$ cat src/rtl/bottleneck_arbiter_if.sv
// Bundle of the two KCP53K requester ports (I-fetch, D-data) and the
// Bottleneck bridge master port shared between them.
// The slave modport is the arbiter's view; master is the view of
// whatever drives the requesters and plays the bridge.
interface bottleneck_arbiter_if;
  // I-fetch port
  logic        ICycI;
  logic        IStbI;
  logic [63:0] IAdrI;
  logic [1:0]  ISizI;
  logic        ISignedI;
  logic        IAckO;
  logic        IErrAlignO;
  logic        IErrTimeoutO;
  // D-data port
  logic        DCycI;
  logic        DStbI;
  logic        DWeI;
  logic        DSignedI;
  logic [63:0] DAdrI;
  logic [1:0]  DSizI;
  logic [63:0] DDatI;
  logic        DAckO;
  logic        DErrAlignO;
  logic        DErrTimeoutO;
  // Shared read data
  logic [63:0] RDatO;
  // Bridge master port
  logic        MCycO;
  logic        MStbO;
  logic        MWeO;
  logic        MSignedO;
  logic [63:0] MAdrO;
  logic [1:0]  MSizO;
  logic [63:0] MDatO;
  logic        MAckI;
  logic        MErrAlignI;
  logic [63:0] MDatI;

  modport slave (
    input  ICycI, IStbI, IAdrI, ISizI, ISignedI,
    output IAckO, IErrAlignO, IErrTimeoutO,
    input  DCycI, DStbI, DWeI, DSignedI, DAdrI, DSizI, DDatI,
    output DAckO, DErrAlignO, DErrTimeoutO,
    output RDatO,
    output MCycO, MStbO, MWeO, MSignedO, MAdrO, MSizO, MDatO,
    input  MAckI, MErrAlignI, MDatI
  );

  modport master (
    output ICycI, IStbI, IAdrI, ISizI, ISignedI,
    input  IAckO, IErrAlignO, IErrTimeoutO,
    output DCycI, DStbI, DWeI, DSignedI, DAdrI, DSizI, DDatI,
    input  DAckO, DErrAlignO, DErrTimeoutO,
    input  RDatO,
    input  MCycO, MStbO, MWeO, MSignedO, MAdrO, MSizO, MDatO,
    output MAckI, MErrAlignI, MDatI
  );
endinterface

$ cat src/rtl/bottleneck_arbiter.sv
// Two-master round-robin arbiter for the Bottleneck bridge master port.
// Ownership is held for the owner's whole Wishbone cycle; responses are
// steered to the owner only, and a no-ack watchdog flags stalled strobes.
// Bus outputs are combinational from the registered owner so that the
// owner's strobes pass straight through without a bubble.
module bottleneck_arbiter #(
  parameter int TIMEOUT = 255,
  parameter int CW      = 8
) (
  input logic ClkI,
  input logic ResetI,
  bottleneck_arbiter_if.slave bus
);

  typedef enum logic [1:0] {
    IDLE  = 2'd0,
    OWN_I = 2'd1,
    OWN_D = 2'd2
  } state_t;

  state_t        state;
  logic          last_d;   // 1: D was granted last, so I wins the next tie
  logic [CW-1:0] cnt;

  logic req_i;
  logic req_d;
  logic own_i;
  logic own_d;
  logic m_stb;
  logic stalled;
  logic timeout;

  // Request decode, strobe seen by the bridge and watchdog stall detection.
  always_comb begin
    req_i   = bus.ICycI & bus.IStbI;
    req_d   = bus.DCycI & bus.DStbI;
    own_i   = (state == OWN_I);
    own_d   = (state == OWN_D);
    m_stb   = (own_i & bus.ICycI & bus.IStbI) | (own_d & bus.DCycI & bus.DStbI);
    // An ack or alignment error is a response, so it always beats the timeout.
    stalled = m_stb & ~bus.MAckI & ~bus.MErrAlignI;
    timeout = stalled & (cnt == CW'(TIMEOUT - 1));
  end

  // Ownership FSM, round-robin priority and no-ack watchdog counter.
  always_ff @(posedge ClkI or posedge ResetI) begin
    if (ResetI) begin
      state  <= IDLE;
      last_d <= 1'b1;
      cnt    <= '0;
    end else begin
      case (state)
        IDLE: begin
          if (req_i && (!req_d || last_d)) begin
            state  <= OWN_I;
            last_d <= 1'b0;
          end else if (req_d) begin
            state  <= OWN_D;
            last_d <= 1'b1;
          end else begin
            state  <= IDLE;
          end
        end
        // Leaving through IDLE guarantees a strobe-low cycle between owners.
        OWN_I: begin
          if (!bus.ICycI) state <= IDLE;
          else            state <= OWN_I;
        end
        OWN_D: begin
          if (!bus.DCycI) state <= IDLE;
          else            state <= OWN_D;
        end
        default: begin
          state <= IDLE;
        end
      endcase

      // Grant is kept on timeout; only the count restarts.
      if (!stalled || timeout) cnt <= '0;
      else                     cnt <= cnt + CW'(1);
    end
  end

  // Bridge-side mux and owner-only response steering.
  always_comb begin
    bus.MCycO        = 1'b0;
    bus.MStbO        = m_stb;
    bus.MWeO         = 1'b0;
    bus.MSignedO     = 1'b0;
    bus.MAdrO        = 64'd0;
    bus.MSizO        = 2'd0;
    bus.MDatO        = 64'd0;
    bus.IAckO        = 1'b0;
    bus.IErrAlignO   = 1'b0;
    bus.IErrTimeoutO = 1'b0;
    bus.DAckO        = 1'b0;
    bus.DErrAlignO   = 1'b0;
    bus.DErrTimeoutO = 1'b0;
    bus.RDatO        = bus.MDatI;
    case (state)
      OWN_I: begin
        // Instruction fetch is read-only: no write enable, no write data.
        bus.MCycO        = bus.ICycI;
        bus.MSignedO     = bus.ISignedI;
        bus.MAdrO        = bus.IAdrI;
        bus.MSizO        = bus.ISizI;
        bus.IAckO        = bus.MAckI & bus.IStbI;
        bus.IErrAlignO   = bus.MErrAlignI & bus.IStbI;
        bus.IErrTimeoutO = timeout;
      end
      OWN_D: begin
        bus.MCycO        = bus.DCycI;
        bus.MWeO         = bus.DWeI;
        bus.MSignedO     = bus.DSignedI;
        bus.MAdrO        = bus.DAdrI;
        bus.MSizO        = bus.DSizI;
        bus.MDatO        = bus.DDatI;
        bus.DAckO        = bus.MAckI & bus.DStbI;
        bus.DErrAlignO   = bus.MErrAlignI & bus.DStbI;
        bus.DErrTimeoutO = timeout;
      end
      default: begin
        bus.MCycO = 1'b0;
      end
    endcase
  end

endmodule

$ cat src/flat_wrapper.sv
// flat-port wrapper written by rule: the top's interface ports become plain ports
module bottleneck_arbiter_flat 
#(
  parameter int TIMEOUT = 255,
  parameter int CW      = 8
)
  (ClkI, ResetI, bus_ICycI, bus_IStbI, bus_IAdrI, bus_ISizI, bus_ISignedI, bus_IAckO, bus_IErrAlignO, bus_IErrTimeoutO, bus_DCycI, bus_DStbI, bus_DWeI, bus_DSignedI, bus_DAdrI, bus_DSizI, bus_DDatI, bus_DAckO, bus_DErrAlignO, bus_DErrTimeoutO, bus_RDatO, bus_MCycO, bus_MStbO, bus_MWeO, bus_MSignedO, bus_MAdrO, bus_MSizO, bus_MDatO, bus_MAckI, bus_MErrAlignI, bus_MDatI);
  bottleneck_arbiter_if bus_i ();
  input logic ClkI;
  input logic ResetI;
  input wire logic [$bits(bus_i.ICycI)-1:0] bus_ICycI;
  input wire logic [$bits(bus_i.IStbI)-1:0] bus_IStbI;
  input wire logic [$bits(bus_i.IAdrI)-1:0] bus_IAdrI;
  input wire logic [$bits(bus_i.ISizI)-1:0] bus_ISizI;
  input wire logic [$bits(bus_i.ISignedI)-1:0] bus_ISignedI;
  output wire logic [$bits(bus_i.IAckO)-1:0] bus_IAckO;
  output wire logic [$bits(bus_i.IErrAlignO)-1:0] bus_IErrAlignO;
  output wire logic [$bits(bus_i.IErrTimeoutO)-1:0] bus_IErrTimeoutO;
  input wire logic [$bits(bus_i.DCycI)-1:0] bus_DCycI;
  input wire logic [$bits(bus_i.DStbI)-1:0] bus_DStbI;
  input wire logic [$bits(bus_i.DWeI)-1:0] bus_DWeI;
  input wire logic [$bits(bus_i.DSignedI)-1:0] bus_DSignedI;
  input wire logic [$bits(bus_i.DAdrI)-1:0] bus_DAdrI;
  input wire logic [$bits(bus_i.DSizI)-1:0] bus_DSizI;
  input wire logic [$bits(bus_i.DDatI)-1:0] bus_DDatI;
  output wire logic [$bits(bus_i.DAckO)-1:0] bus_DAckO;
  output wire logic [$bits(bus_i.DErrAlignO)-1:0] bus_DErrAlignO;
  output wire logic [$bits(bus_i.DErrTimeoutO)-1:0] bus_DErrTimeoutO;
  output wire logic [$bits(bus_i.RDatO)-1:0] bus_RDatO;
  output wire logic [$bits(bus_i.MCycO)-1:0] bus_MCycO;
  output wire logic [$bits(bus_i.MStbO)-1:0] bus_MStbO;
  output wire logic [$bits(bus_i.MWeO)-1:0] bus_MWeO;
  output wire logic [$bits(bus_i.MSignedO)-1:0] bus_MSignedO;
  output wire logic [$bits(bus_i.MAdrO)-1:0] bus_MAdrO;
  output wire logic [$bits(bus_i.MSizO)-1:0] bus_MSizO;
  output wire logic [$bits(bus_i.MDatO)-1:0] bus_MDatO;
  input wire logic [$bits(bus_i.MAckI)-1:0] bus_MAckI;
  input wire logic [$bits(bus_i.MErrAlignI)-1:0] bus_MErrAlignI;
  input wire logic [$bits(bus_i.MDatI)-1:0] bus_MDatI;
  assign bus_i.ICycI = bus_ICycI;
  assign bus_i.IStbI = bus_IStbI;
  assign bus_i.IAdrI = bus_IAdrI;
  assign bus_i.ISizI = bus_ISizI;
  assign bus_i.ISignedI = bus_ISignedI;
  assign bus_IAckO = bus_i.IAckO;
  assign bus_IErrAlignO = bus_i.IErrAlignO;
  assign bus_IErrTimeoutO = bus_i.IErrTimeoutO;
  assign bus_i.DCycI = bus_DCycI;
  assign bus_i.DStbI = bus_DStbI;
  assign bus_i.DWeI = bus_DWeI;
  assign bus_i.DSignedI = bus_DSignedI;
  assign bus_i.DAdrI = bus_DAdrI;
  assign bus_i.DSizI = bus_DSizI;
  assign bus_i.DDatI = bus_DDatI;
  assign bus_DAckO = bus_i.DAckO;
  assign bus_DErrAlignO = bus_i.DErrAlignO;
  assign bus_DErrTimeoutO = bus_i.DErrTimeoutO;
  assign bus_RDatO = bus_i.RDatO;
  assign bus_MCycO = bus_i.MCycO;
  assign bus_MStbO = bus_i.MStbO;
  assign bus_MWeO = bus_i.MWeO;
  assign bus_MSignedO = bus_i.MSignedO;
  assign bus_MAdrO = bus_i.MAdrO;
  assign bus_MSizO = bus_i.MSizO;
  assign bus_MDatO = bus_i.MDatO;
  assign bus_i.MAckI = bus_MAckI;
  assign bus_i.MErrAlignI = bus_MErrAlignI;
  assign bus_i.MDatI = bus_MDatI;
  bottleneck_arbiter #(.TIMEOUT(TIMEOUT), .CW(CW)) u_core (.ClkI(ClkI), .ResetI(ResetI), .bus(bus_i));
endmodule
$ cat config.mk
export PLATFORM = sky130hd
export DESIGN_NAME = bottleneck_arbiter_flat
export DESIGN_NICKNAME = d
export VERILOG_FILES = /design/src/rtl/bottleneck_arbiter_if.sv /design/src/rtl/bottleneck_arbiter.sv /design/src/flat_wrapper.sv
export SDC_FILE = /design/constraint.sdc
export NUM_CORES = 1
export LEC_CHECK = 0
export ABC_AREA = 1
export ABC_CLOCK_PERIOD_IN_PS = 1530
export CAP_MARGIN = 20
export CORE_AREA = 3 3 184 186
export DETAILED_ROUTE_END_ITERATION = 12
export DIE_AREA = 0 0 187 189
export SYNTH_ARGS = -nofsm -noshare
export SYNTH_HDL_FRONTEND = slang
export SYNTH_SLANG_ARGS = --single-unit
$ cat constraint.sdc
create_clock -name ClkI -period 1.53 [get_ports ClkI]
set_input_delay 0.306 -clock ClkI [delete_from_list [all_inputs] [get_ports ClkI]]
set_output_delay 0.306 -clock ClkI [all_outputs]
set_load 0.01 [all_outputs]
---- Word-level counts from Yosys, hierarchy flattened ----
Index checks and enable logic that the tools add are counted.
word-level totals
  bits of input ports ..................... 271
  output and inout port bits .............. 204
  bits in registers ....................... 11
cells by class
  reduce and logical (&&, ||, !) cells .... 8
  bitwise gates (word level) .............. 16
  add/subtract/negate cells ............... 1
  equality and inequality tests ........... 3
  multiplexer cells ....................... 20
operators by type and width
  kind                                                                    number
  64-bit case mux with 2 select lines                                     1
  64-bit two-way mux                                                      1
  1-bit AND                                                               13
  1-bit two-way mux                                                       10
  8-bit by 1-bit adder with 8-bit output (second input constant)          1
  8-bit equality test (second input constant)                             1
  8-bit two-way mux                                                       1
  2-bit two-way mux                                                       3
  2-bit case mux with 3 select lines                                      1
  1-bit case mux with 2 select lines                                      2
  2-bit case mux with 2 select lines                                      1
  2-bit by 1-bit equality test with 1-bit output (second input constant)  1
  2-bit equality test (second input constant)                             1
  1-bit zero test                                                         2
  2-bit zero test                                                         1
  1-bit logical OR                                                        2
  1-bit inverter                                                          2
  2-bit AND reduction                                                     1
  2-bit nonzero test                                                      1
  1-bit logical AND                                                       1
  1-bit OR                                                                1

---- Longest topological paths before layout ----
  depth in word-level cells ............... 9
  depth in mapped cells ................... 7
  mapped depth without buffers ............ 7

---- Worst setup path after synthesis ----
OpenSTA, ideal clock, no wires.
  path kind ............................... register to output
  start ................................... reg u_core.state[0]
  end ..................................... out bus_DErrTimeoutO
  arrival time ............................ 1.284 ns
  path buffers ............................ 1
  cell stages (with the launch flop) ...... 8
  setup slack ............................. -0.060 ns
  path through ............................ dfrtp_1 -> inv_1 -> ha_1 -> buf_2 -> nand3_1 -> nand2_2 -> nand2_1 -> nor3_1
on the way
  word-level cells in the longest chain between the ends .. 8
  elaborated cells between the ends (all ways) .. 11
  those cells by class .................... 2 x eq/ne; 1 x mux; 8 x bitwise
ends and longest elaborated chain
  what                                                                                          RTL line                                            text
  from (decl)                                                                                   bottleneck_arbiter.sv:21                            state_t state;
  from (signal assigned)                                                                        bottleneck_arbiter.sv:48                            state <= IDLE;
  from (signal assigned)                                                                        bottleneck_arbiter.sv:55                            state <= OWN_I;
  from (signal assigned)                                                                        bottleneck_arbiter.sv:58                            state <= OWN_D;
  2-bit by 1-bit equality test with 1-bit output / 2-bit equality test (equally long branches)  bottleneck_arbiter.sv:37, bottleneck_arbiter.sv:38
  1-bit AND (2 in series)                                                                       bottleneck_arbiter.sv:39                            m_stb = (own_i & bus.ICycI & bus.IStbI) | (own_d & bus.DCycI & bus.DStbI);
  1-bit OR *                                                                                    bottleneck_arbiter.sv:39
  net bus_MStbO                                                                                 flat_wrapper.sv:31                                  output wire logic [$bits(bus_i.MStbO)-1:0] bus_MStbO;
  1-bit AND * (2 in series)                                                                     bottleneck_arbiter.sv:41                            stalled = m_stb & ~bus.MAckI & ~bus.MErrAlignI;
  1-bit AND *                                                                                   bottleneck_arbiter.sv:42                            timeout = stalled & (cnt == CW'(TIMEOUT - 1));
  1-bit two-way mux *                                                                           bottleneck_arbiter.sv:100                           case (state)
  to (decl)                                                                                     flat_wrapper.sv:28                                  output wire logic [$bits(bus_i.DErrTimeoutO)-1:0] bus_DErrTimeoutO;
Mark *: on every way through the listed nets, which the timed path passes. The rest lies on a longest branch.

---- Worst setup path after layout ----
  start ................................... reg u_core.state[0]
  end ..................................... out bus_MAdrO[51]
on the way
  word-level cells in the longest chain between the ends .. 2
  elaborated cells between the ends (all ways) .. 3
  those cells by class .................... 2 x eq/ne; 1 x mux
ends and longest elaborated chain
  what                                                                                          RTL line                   text
  2-bit equality test / 2-bit by 1-bit equality test with 1-bit output (equally long branches)  bottleneck_arbiter.sv:100
  64-bit case mux with 2 select lines *                                                         bottleneck_arbiter.sv:100
  to (decl)                                                                                     flat_wrapper.sv:34         output wire logic [$bits(bus_i.MAdrO)-1:0] bus_MAdrO;
Every way passes the cells marked *; elsewhere a longest branch is shown, timed or not.

==> metrics.txt <==
Final Hold Fails 0; met3 wire length 1.72 mm; total number of H-tree levels 1; DRT iter0 DRCs 135; Worst Max-Slew Pin Slew 0.446 ns; CTS sink cnt 11; 1st-pass router iterations 4; max incr delay on CP roughly 0.39 ns; hold_buf cts 0; DPL Wire Length 14.0 mm; DRT antenna net count 0; startpoint of the worst register-to-register path u_core.state[0]; peak supply drop about 310 uV; synth unique cells 20; Seq pwr share ~4.8%; number of global-route vias before repair roughly 4800; post-synthesis sequential area ratio roughly 10%; synthesized area 2680 um^2; failing checks negative setup slack; Hold Slack 0.375 ns; Post-Route M1 WL 8.73 mm; Clock power frac 6.6%; gpl congestion slightly below 0.9; DP Area 6600 um^2; setup slack after layout -0.493 ns; post-layout minimum cycle time approximately 2.0 ns; startpoint types flip-flop; switching share of power approximately 43%; slowest CP cell dfrtp_1; FF-to-FF path depth 7; Post-Syn Nets approximately 800; die height around 190 um; Die ar. approximately 35000 um^2; Rows 66; Final Instance Area around 8800 um^2; period utilisation layout 132%; area grow syn2layout 230%; Wirelength per Cell 16.9 um; MaxCap Viol Count 0; Slew Limit Fails 0; status finished, violations left; setup violators final 140; CTS buffer count 3; Placeable Area around 32000 um^2; DRC errors left 0; Total GRT Usage a little under an eighth; relative slew slack 70.2%; crit end category primary output; clk buf depth 2; initial antenna violation count 1; Layout Skew approximately 0.0022 ns; PD cells around 810 nW/um^2; worst skew pair latency about 0.23 ns; worst-path maximum fanout 7; LEAKAGE ~4.2 nW; RSZ-0062 raised after global routing yes; Net Sw Power around 3.1 mW; Starting Density about 8%; Yosys reg bits 11; Comb power frac about nine tenths; root buf cell clkbuf_16; fmax about 490 MHz; DR vias 4694; Die X roughly 190 um; most common cell after layout, fill and taps aside clkdlybuf4s50_1; worst min path class in2async; first-pass GRT wire length 30.6 mm; Most common cell on crit path buf_6; CP Data Arrival Time 1.72 ns; Fillers 3439; WS Path Type reg2out; post-layout util 27.2%; Mean Syn Cell Area slightly above 5 um^2; I/O Pins between 400 and 500; Synth Warn # 0; required time worst endpoint around 1.2 ns; largest net degree at the start of global routing 17; Pwr Total about 7.1 mW; Net count, final between 1000 and 1500; Internal about 4.0 mW; crit path cell chain inv_2, buf_6, ha_4, inv_8, buf_8, buf_16, a21oi_4, buf_6; r2r setup slk 0.08 ns; commonest cells after routing, fill and taps aside clkdlybuf4s50_1 (206), buf_6 (99), nand2_1 (89); reg2reg end u_core.state[1]; CTS tree done; layout cells sized above 1 approximately 60%; met2 wire len around 11 mm; I/O Buffers around 350; top sig layer met4; Routed Wire Length between 20 and 25 mm; Syn Inst Count between 500 and 600; Reg clk slew, reported paths roughly 0.040 ns; GRT overflow 0; vias per std cell 3.51
==> state kept, by name, summed over array words and instances, names as in the netlist <==
signal,count
u_core.state,2
u_core.cnt,8
u_core.last_d,1
==> power by group through the flow <==
stage,registers (mW),logic (mW),clock network [mW]
after CTS,0.337,5.41,0.480
after global routing,0.340,6.69,0.498
after global placement,0.338,3.46,0
after floorplan,0.338,1.51,0
final,0.339,6.31,0.468
after detailed placement,0.339,3.48,0
==> logic make-up after synthesis <==
| group | share of synthesized area (%) |
|---|---|
| compound gates | 13.8 |
| buf+inv | 35.2 |
| fa+ha+maj | 2.80 |
| simple gates | 36.9 |
| flops | 10.3 |
| xor+xnor | 0.982 |
==> per-layer routing <==
metal | vias up | track usage (%)
met4 | 0 | 3.90
li1 | 2240 | -
met3 | 40 | 3.43
met1 | 2140 | 13.1
met5 | - | 0
met2 | 274 | 20.2
==> through the flow <==
step | setup slack [ns] | cells | setup TNS (ns)
CTS | -0.551 | 1328 | -57.74
global route | -0.560 | 1337 | -66.42
floorplan | -0.0596 | 519 | -0.119
global placement | -0.700 | 1265 | -75.65
detailed placement | -0.701 | 1265 | -77.11
finish | -0.493 | 1337 | -58.51
==> worst max-delay path by stage <==
| stage | start | to |
|---|---|---|
| finish | u_core.state[0] | bus_MAdrO[51] |
| global route | u_core.state[0] | bus_MAdrO[58] |
| CTS | u_core.state[0] | bus_MAdrO[19] |
| detailed placement | u_core.state[1] | bus_MAdrO[1] |
| global placement | u_core.state[0] | bus_MAdrO[36] |
| floorplan | u_core.state[0] | bus_DErrTimeoutO |
==> critical path: cells and delay by family, from the launching register on <==
| family | cells | cell delay, ns |
|---|---|---|
| compound gates | 1 | 0.14 |
| fa+ha+maj | 1 | 0.28 |
| buf+inv | 6 | 0.67 |
| flops | 1 | 0.39 |
==> cells in the mapped netlist (all sizes together) <==
cell type / count / area [um^2]
o21bai: 2 / 15.0
clkbuf: 4 / 15.0
nor3: 2 / 10.0
dfrtp: 10 / 250
inv: 80 / 300
ha: 6 / 75.1
xnor2: 1 / 8.76
a21oi: 70 / 350
xor2: 2 / 17.5
nor2: 19 / 78.8
dfstp: 1 / 26.3
o21ai: 1 / 5.00
nand3: 9 / 57.6
nand2: 222 / 841
buf: 90 / 626
==> area by class of cell <==
| type | count | area (um^2) | share of cell area (%) |
|---|---|---|---|
| timing repair buffer | 465 | 4950 | 56.0 |
| multi-input combinational | 334 | 2670 | 30.2 |
| tap | 442 | 553 | 6.25 |
| inverter | 80 | 310 | 3.51 |
| sequential | 11 | 277 | 3.13 |
| clock buffer | 4 | 78.8 | 0.891 |
| antenna | 1 | 2.50 | 0.0283 |
==> what timing repair did <==
item	4_1_cts	5_1_grt
resized for setup	811	268
setup buffers	40	13
gates cloned	19	1
setup endpoints to repair	140	148
pin swaps	21	36
(Power assumes the default switching activity.)
